===== src/rtl/reg_scoreboard_if.sv =====
// Issue/writeback/status bundle for the register-busy scoreboard.
// Master is decode/issue side; slave is the scoreboard.
interface reg_scoreboard_if #(
  parameter int NUM_REGS = 32,
  parameter int REG_AW   = 5,
  parameter int CNT_W    = 16
);
  logic                flush;
  logic                issue_valid;
  logic                issue_writes;
  logic [REG_AW-1:0]   issue_dest;
  logic [REG_AW-1:0]   issue_src1;
  logic [REG_AW-1:0]   issue_src2;
  logic                issue_stall;
  logic                wb_valid;
  logic [REG_AW-1:0]   wb_dest;
  logic [NUM_REGS-1:0] busy_mask;
  logic [REG_AW:0]     pending_count;
  logic [CNT_W-1:0]    stall_cycles;
  logic                err_spurious;

  modport master (
    output flush, issue_valid, issue_writes,
    output issue_dest, issue_src1, issue_src2,
    output wb_valid, wb_dest,
    input  issue_stall, busy_mask, pending_count,
    input  stall_cycles, err_spurious
  );

  modport slave (
    input  flush, issue_valid, issue_writes,
    input  issue_dest, issue_src1, issue_src2,
    input  wb_valid, wb_dest,
    output issue_stall, busy_mask, pending_count,
    output stall_cycles, err_spurious
  );
endinterface


===== src/rtl/reg_scoreboard.sv =====
// Register-busy scoreboard: tracks in-flight writes, stalls RAW/WAW
// hazards at issue and clears busy bits as writebacks land.
module reg_scoreboard #(
  parameter int NUM_REGS = 32,
  parameter int REG_AW   = 5,
  parameter int CNT_W    = 16
) (
  input logic             clk,
  input logic             reset,
  reg_scoreboard_if.slave sb
);

  logic [NUM_REGS-1:0] busy_q, busy_d;
  logic [REG_AW:0]     pend_q, pend_d;
  logic [CNT_W-1:0]    scnt_q, scnt_d;
  logic                err_q, err_d;

  logic [NUM_REGS-1:0] wb_mask;
  logic [NUM_REGS-1:0] set_mask;
  logic [NUM_REGS-1:0] eff_busy;
  logic                stall;
  logic                accept;

  localparam logic [NUM_REGS-1:0] ONE =
    {{(NUM_REGS-1){1'b0}}, 1'b1};

  // Same-cycle writeback is already readable, so it hides the busy bit.
  always_comb begin
    wb_mask  = '0;
    if (sb.wb_valid)
      wb_mask = ONE << sb.wb_dest;
    wb_mask[0] = 1'b0;
    eff_busy = busy_q & ~wb_mask;
  end

  always_comb begin
    stall = sb.flush;
    if (sb.issue_valid) begin
      if (eff_busy[sb.issue_src1]
          || eff_busy[sb.issue_src2]
          || (sb.issue_writes && eff_busy[sb.issue_dest]))
        stall = 1'b1;
    end
    accept = sb.issue_valid & ~stall;
  end

  always_comb begin
    set_mask = '0;
    if (accept && sb.issue_writes)
      set_mask = ONE << sb.issue_dest;
    set_mask[0] = 1'b0;
  end

  // Set wins over clear so a re-issued writer keeps the register busy.
  always_comb begin
    busy_d = (busy_q & ~wb_mask) | set_mask;
    if (sb.flush)
      busy_d = '0;
    busy_d[0] = 1'b0;
  end

  always_comb begin
    pend_d = '0;
    for (int i = 0; i < NUM_REGS; i++)
      pend_d = pend_d + {{REG_AW{1'b0}}, busy_d[i]};
  end

  always_comb begin
    scnt_d = scnt_q;
    if (sb.issue_valid && stall && !sb.flush && !(&scnt_q))
      scnt_d = scnt_q + 1'b1;
  end

  always_comb begin
    err_d = err_q;
    if (sb.wb_valid && (sb.wb_dest != '0)
        && !busy_q[sb.wb_dest] && !sb.flush)
      err_d = 1'b1;
  end

  always_ff @(posedge clk) begin
    if (reset) begin
      busy_q <= '0;
      pend_q <= '0;
      scnt_q <= '0;
      err_q  <= 1'b0;
    end else begin
      busy_q <= busy_d;
      pend_q <= pend_d;
      scnt_q <= scnt_d;
      err_q  <= err_d;
    end
  end

  assign sb.issue_stall   = stall;
  assign sb.busy_mask     = busy_q;
  assign sb.pending_count = pend_q;
  assign sb.stall_cycles  = scnt_q;
  assign sb.err_spurious  = err_q;

endmodule


===== src/flat_wrapper.sv =====
// flat-port wrapper written by rule: the top's interface ports become plain ports
module reg_scoreboard_flat 
#(
  parameter int NUM_REGS = 32,
  parameter int REG_AW   = 5,
  parameter int CNT_W    = 16
)
  (clk, reset, sb_flush, sb_issue_valid, sb_issue_writes, sb_issue_dest, sb_issue_src1, sb_issue_src2, sb_wb_valid, sb_wb_dest, sb_issue_stall, sb_busy_mask, sb_pending_count, sb_stall_cycles, sb_err_spurious);
  reg_scoreboard_if #(.NUM_REGS(NUM_REGS), .REG_AW(REG_AW), .CNT_W(CNT_W)) sb_i ();
  input logic clk;
  input logic reset;
  input wire logic [$bits(sb_i.flush)-1:0] sb_flush;
  input wire logic [$bits(sb_i.issue_valid)-1:0] sb_issue_valid;
  input wire logic [$bits(sb_i.issue_writes)-1:0] sb_issue_writes;
  input wire logic [$bits(sb_i.issue_dest)-1:0] sb_issue_dest;
  input wire logic [$bits(sb_i.issue_src1)-1:0] sb_issue_src1;
  input wire logic [$bits(sb_i.issue_src2)-1:0] sb_issue_src2;
  input wire logic [$bits(sb_i.wb_valid)-1:0] sb_wb_valid;
  input wire logic [$bits(sb_i.wb_dest)-1:0] sb_wb_dest;
  output wire logic [$bits(sb_i.issue_stall)-1:0] sb_issue_stall;
  output wire logic [$bits(sb_i.busy_mask)-1:0] sb_busy_mask;
  output wire logic [$bits(sb_i.pending_count)-1:0] sb_pending_count;
  output wire logic [$bits(sb_i.stall_cycles)-1:0] sb_stall_cycles;
  output wire logic [$bits(sb_i.err_spurious)-1:0] sb_err_spurious;
  assign sb_i.flush = sb_flush;
  assign sb_i.issue_valid = sb_issue_valid;
  assign sb_i.issue_writes = sb_issue_writes;
  assign sb_i.issue_dest = sb_issue_dest;
  assign sb_i.issue_src1 = sb_issue_src1;
  assign sb_i.issue_src2 = sb_issue_src2;
  assign sb_i.wb_valid = sb_wb_valid;
  assign sb_i.wb_dest = sb_wb_dest;
  assign sb_issue_stall = sb_i.issue_stall;
  assign sb_busy_mask = sb_i.busy_mask;
  assign sb_pending_count = sb_i.pending_count;
  assign sb_stall_cycles = sb_i.stall_cycles;
  assign sb_err_spurious = sb_i.err_spurious;
  reg_scoreboard #(.NUM_REGS(NUM_REGS), .REG_AW(REG_AW), .CNT_W(CNT_W)) u_core (.clk(clk), .reset(reset), .sb(sb_i));
endmodule

===== config.mk =====
export PLATFORM = sky130hd
export DESIGN_NAME = reg_scoreboard_flat
export DESIGN_NICKNAME = d
export VERILOG_FILES = /design/src/rtl/reg_scoreboard_if.sv /design/src/rtl/reg_scoreboard.sv /design/src/flat_wrapper.sv
export SDC_FILE = /design/constraint.sdc
export NUM_CORES = 1
export LEC_CHECK = 0
export CAP_MARGIN = 0
export CORE_ASPECT_RATIO = 1.1
export CORE_MARGIN = 2
export CORE_UTILIZATION = 55
export DETAILED_ROUTE_END_ITERATION = 8
export GPL_ROUTABILITY_DRIVEN = 0
export GPL_TIMING_DRIVEN = 1
export PLACE_DENSITY = 0.84
export SLEW_MARGIN = 15
export SYNTH_ARGS = -nofsm -noshare
export SYNTH_HDL_FRONTEND = slang
export SYNTH_SLANG_ARGS = --single-unit

===== constraint.sdc =====
create_clock -name clk -period 10 [get_ports clk]
set_clock_uncertainty 0.05 [all_clocks]
set_input_delay 2 -clock clk [delete_from_list [all_inputs] [get_ports clk]]
set_output_delay 2 -clock clk [all_outputs]
set_load 0.005 [all_outputs]

==> results of run 1 <==
[worst paths after layout]
check	from	endpoint	slack, ns	cells past startpoint
max	sb_wb_valid	u_core.sb.pending_count[4]$_SDFF_PP0_	0.22	26
min	u_core.sb.stall_cycles[1]$_SDFFE_PP0P_	u_core.sb.stall_cycles[1]$_SDFFE_PP0P_	0.50	2
max reg2reg	u_core.sb.busy_mask[7]$_SDFF_PP0_	u_core.sb.pending_count[4]$_SDFF_PP0_	2.81	23
min reg2reg	u_core.sb.stall_cycles[1]$_SDFFE_PP0P_	u_core.sb.stall_cycles[1]$_SDFFE_PP0P_	0.50	2
[timing repair]
action                                 in CTS  in global routing
buffers inserted                            0                  2
gates resized for setup                     0                  5
endpoints found under the hold margin       0                  0
setup endpoints to repair                   0                  3
[per-stage QoR]
step	setup WS, ns	area (µm²)	instances
2_1_floorplan	0.941	4810	531
3_3_place_gp	0.125	5900	730
3_5_place_dp	-0.0419	5900	730
4_1_cts	0.250	6020	738
5_1_grt	0.00941	6060	740
6_report	0.222	6060	740
[cells in the final DEF (no fill, tap or decap), types with 12 or more instances in the layout]
master | netlist | layout
nor2_1 | 40 | 40
inv_1 | 41 | 41
fa_1 | 23 | 23
nor2b_1 | 16 | 16
o211ai_1 | 12 | 12
a21oi_1 | 12 | 12
mux2_2 | 13 | 13
dfxtp_1 | 54 | 54
nand2_1 | 17 | 17
clkdlybuf4s50_1 | 0 | 80
o22a_1 | 19 | 19
mux2i_1 | 12 | 12
buf_4 | 1 | 50
mux4_2 | 17 | 17
nand3_1 | 17 | 17
o22ai_1 | 34 | 34
o21ai_0 | 15 | 14
nand4_1 | 13 | 13
[area by class of cell]
type                            instances  area share, %
Multi-Input combinational cell        393           55.7
Timing Repair Buffer                  130           19.4
Sequential cell                        54           17.9
Inverter                               44           2.73
Tap cell                              111           2.29
Clock buffer                            6           1.36
Clock inverter                          2          0.640
[state kept, by name, indices dropped and copies added, names as in the netlist]
| signal | flops |
|---|---|
| u_core.sb.err_spurious | 1 |
| u_core.sb.stall_cycles | 16 |
| u_core.sb.busy_mask | 31 |
| u_core.sb.pending_count | 6 |
[kinds of logic after synthesis]
family | count (synthesis)
XOR/XNOR | 6
buffers and inverters | 84
AO/OA/AOI/OAI | 156
flip-flops | 54
adder cells (fa/ha/maj) | 33
AND/OR/NAND/NOR | 154
other | 1
multiplexers | 43
[worst reg2reg max path, stage by stage, from the launching register on]
cell     delay [ns]
dfxtp_1        0.35
o21ai_1        0.22
mux2i_1        0.13
mux4_2         0.46
a211o_1        0.32
nand4_2        0.13
nand2_2        0.09
or4_1          0.62
o22ai_1        0.21
ha_1           0.26
inv_1          0.07
fa_1           0.44
fa_1           0.56
fa_1           0.45
fa_1           0.51
fa_1           0.51
inv_1          0.05
fa_1           0.46
ha_1           0.23
fa_1           0.42
a21o_1         0.18
a21oi_1        0.16
xor2_1         0.17
nor2_1         0.05
[layer usage]
layer / global-route usage, % / vias to the layer above / wire [µm]
met5: 0 / - / 0
met4: 19.9 / 0 / 1010
met3: 4.72 / 82 / 1420
met2: 56.7 / 386 / 7480
met1: 41.0 / 2311 / 5830
li1: - / 2191 / -
[power by group through the flow]
| stage | registers (µW) | logic [µW] | clock network [µW] |
|---|---|---|---|
| finish | 217 | 82.0 | 162 |
| global placement | 222 | 77.1 | 0 |
| CTS | 217 | 79.1 | 163 |
| floorplan | 222 | 51.4 | 0 |
| detailed placement | 222 | 78.5 | 0 |
| global route | 217 | 87.0 | 173 |
==> impl_metrics.tcl, run 1 <==
set metrics [dict create \
    critical_path_class "in2reg" \
    worstSetupStartpointType "input port" \
    ys.flop_type "dfxtp_1" \
    dpl.hpwl_um 12100 \
    via_per_inst 6.72 \
    start_util_pct 56.9 \
    die_area_um2 9510 \
    synth_most_common_cell "dfxtp_1" \
    crit_path_max_fanout 9 \
    synth_compound_area_share_pct 24.3 \
    drv_slew 0 \
    grt_pass1_wl_um 24800 \
    seq_area_frac_synth_pct 22.5 \
    drive_above_1_share_pct 19.4 \
    vias 4970 \
    coreArea_um2 8450 \
    antenna_found_initial 0 \
    irDropWorstVdd_mv 0.0468 \
    ys_top_cells_by_area "dfxtp_1 (22%), fa_1 (9.6%), mux4_2 (8.0%)" \
    clockPowerShare_pct 35.2 \
    insertion_delay_ns 0.32 \
    row_count 35 \
    critPathBufInv 4 \
    synth-xor-area-share_pct 1.09 \
    die_w_um 93.2 \
    min_period_ns 9.78 \
    crit_family "adder cells" \
    slew-limit-headroom_pct 58.3 \
    synthArstFlopShare_pct 0 \
    final.setup.tns_ns 0 \
    clk_pin_slew_worst_paths_ns 0.10 \
    grt_pass1_vias 4815 \
    status "finished with violations" \
    remaining_drc_errors 2 \
    synth_nets 590 \
    synth_fa_ha_area_share_pct 12.2 \
    area_growth_pct 25.8 \
    combPwrFrac_pct 17.8 \
    cts.sinks 54 \
    synth_top_family_by_area "compound AO/OA/AOI/OAI gates" \
    synth.avg_cell_area_um2 9.06 \
    worst_path_max_delay_cell "clkdlybuf4s50_1" \
    die_h_um 102 \
    period_share_pct 97.8 \
    root_buffer "clkbuf_8" \
    synth_top_area_share_pct 22.5 \
    synth_seq_cells 54 \
    yosys-top-cells-count "dfxtp_1 (54), inv_1 (41), nor2_1 (40)" \
    post_drt_wl_per_cell_um 21.3 \
    seqPwrFrac_pct 47.0 \
    nNetsFinal 687 \
    synth_mux_area_share_pct 14.0 \
    htree_levels 2 \
    drtIter0Drc 693 \
    cp-end-kind "register" \
    ant_nets 0 \
    crit_required_ns 10.16 \
    io-pin-count 82 \
    yosys.area_share.simple_pct 18.0 \
    register_area_um2 1080 \
    utilization_pct 71.7 \
    fmax_ghz 0.102 \
    numCtsBuffers 5 \
    setup_viol 0 \
    switching_share_pct 28.3 \
    holdBufCountCts 0 \
    synthCells 531 \
    drt_wl_total_um 15700 \
    holdWs_ns 0.498 \
    power_uw 461 \
    ys_warn_count 0 \
    grt_usage_pct 33.5 \
    drt-pass1-iter-count 7 \
    synth_cell_types 72 \
    violations "design-rule violations" \
    antennaDiodeCount 0 \
    gr-total-overflow 0 \
    slowest_delay_ns 0.74 \
    path_common_cell "fa_1" \
    grt_max_degree 39 \
    multi_input_area_um2 3370 \
    cts_tree "done" \
    cap_violations 0 \
    p_leak_uw 0.00226 \
    tightest_slew_ns 0.625 \
    hold_class "reg2reg" \
    cts.path.max_buffers 2 \
    syn_area_um2 4810 \
    internal_power_uw 331 \
    rsz0062_at_grt "no" \
    synth.largest_area_cell "dfxtp_1" \
    hold_viol_final 0 \
    nFillCells 653 \
    switchingPower_uw 131 \
    port_buffers 80 \
    cp.arrival_ns 9.93 \
    synth_edf_count 0 \
    power_density_nw_per_um2 76.2 \
]
Power figures use the tool's default switching activity.
==> inputs of run 2 (changes only) <==
Settings changed: CAP_MARGIN 0 to 20.
==> results of run 2 <==
Final layout, timing and power as in run 1 (identical DEF).
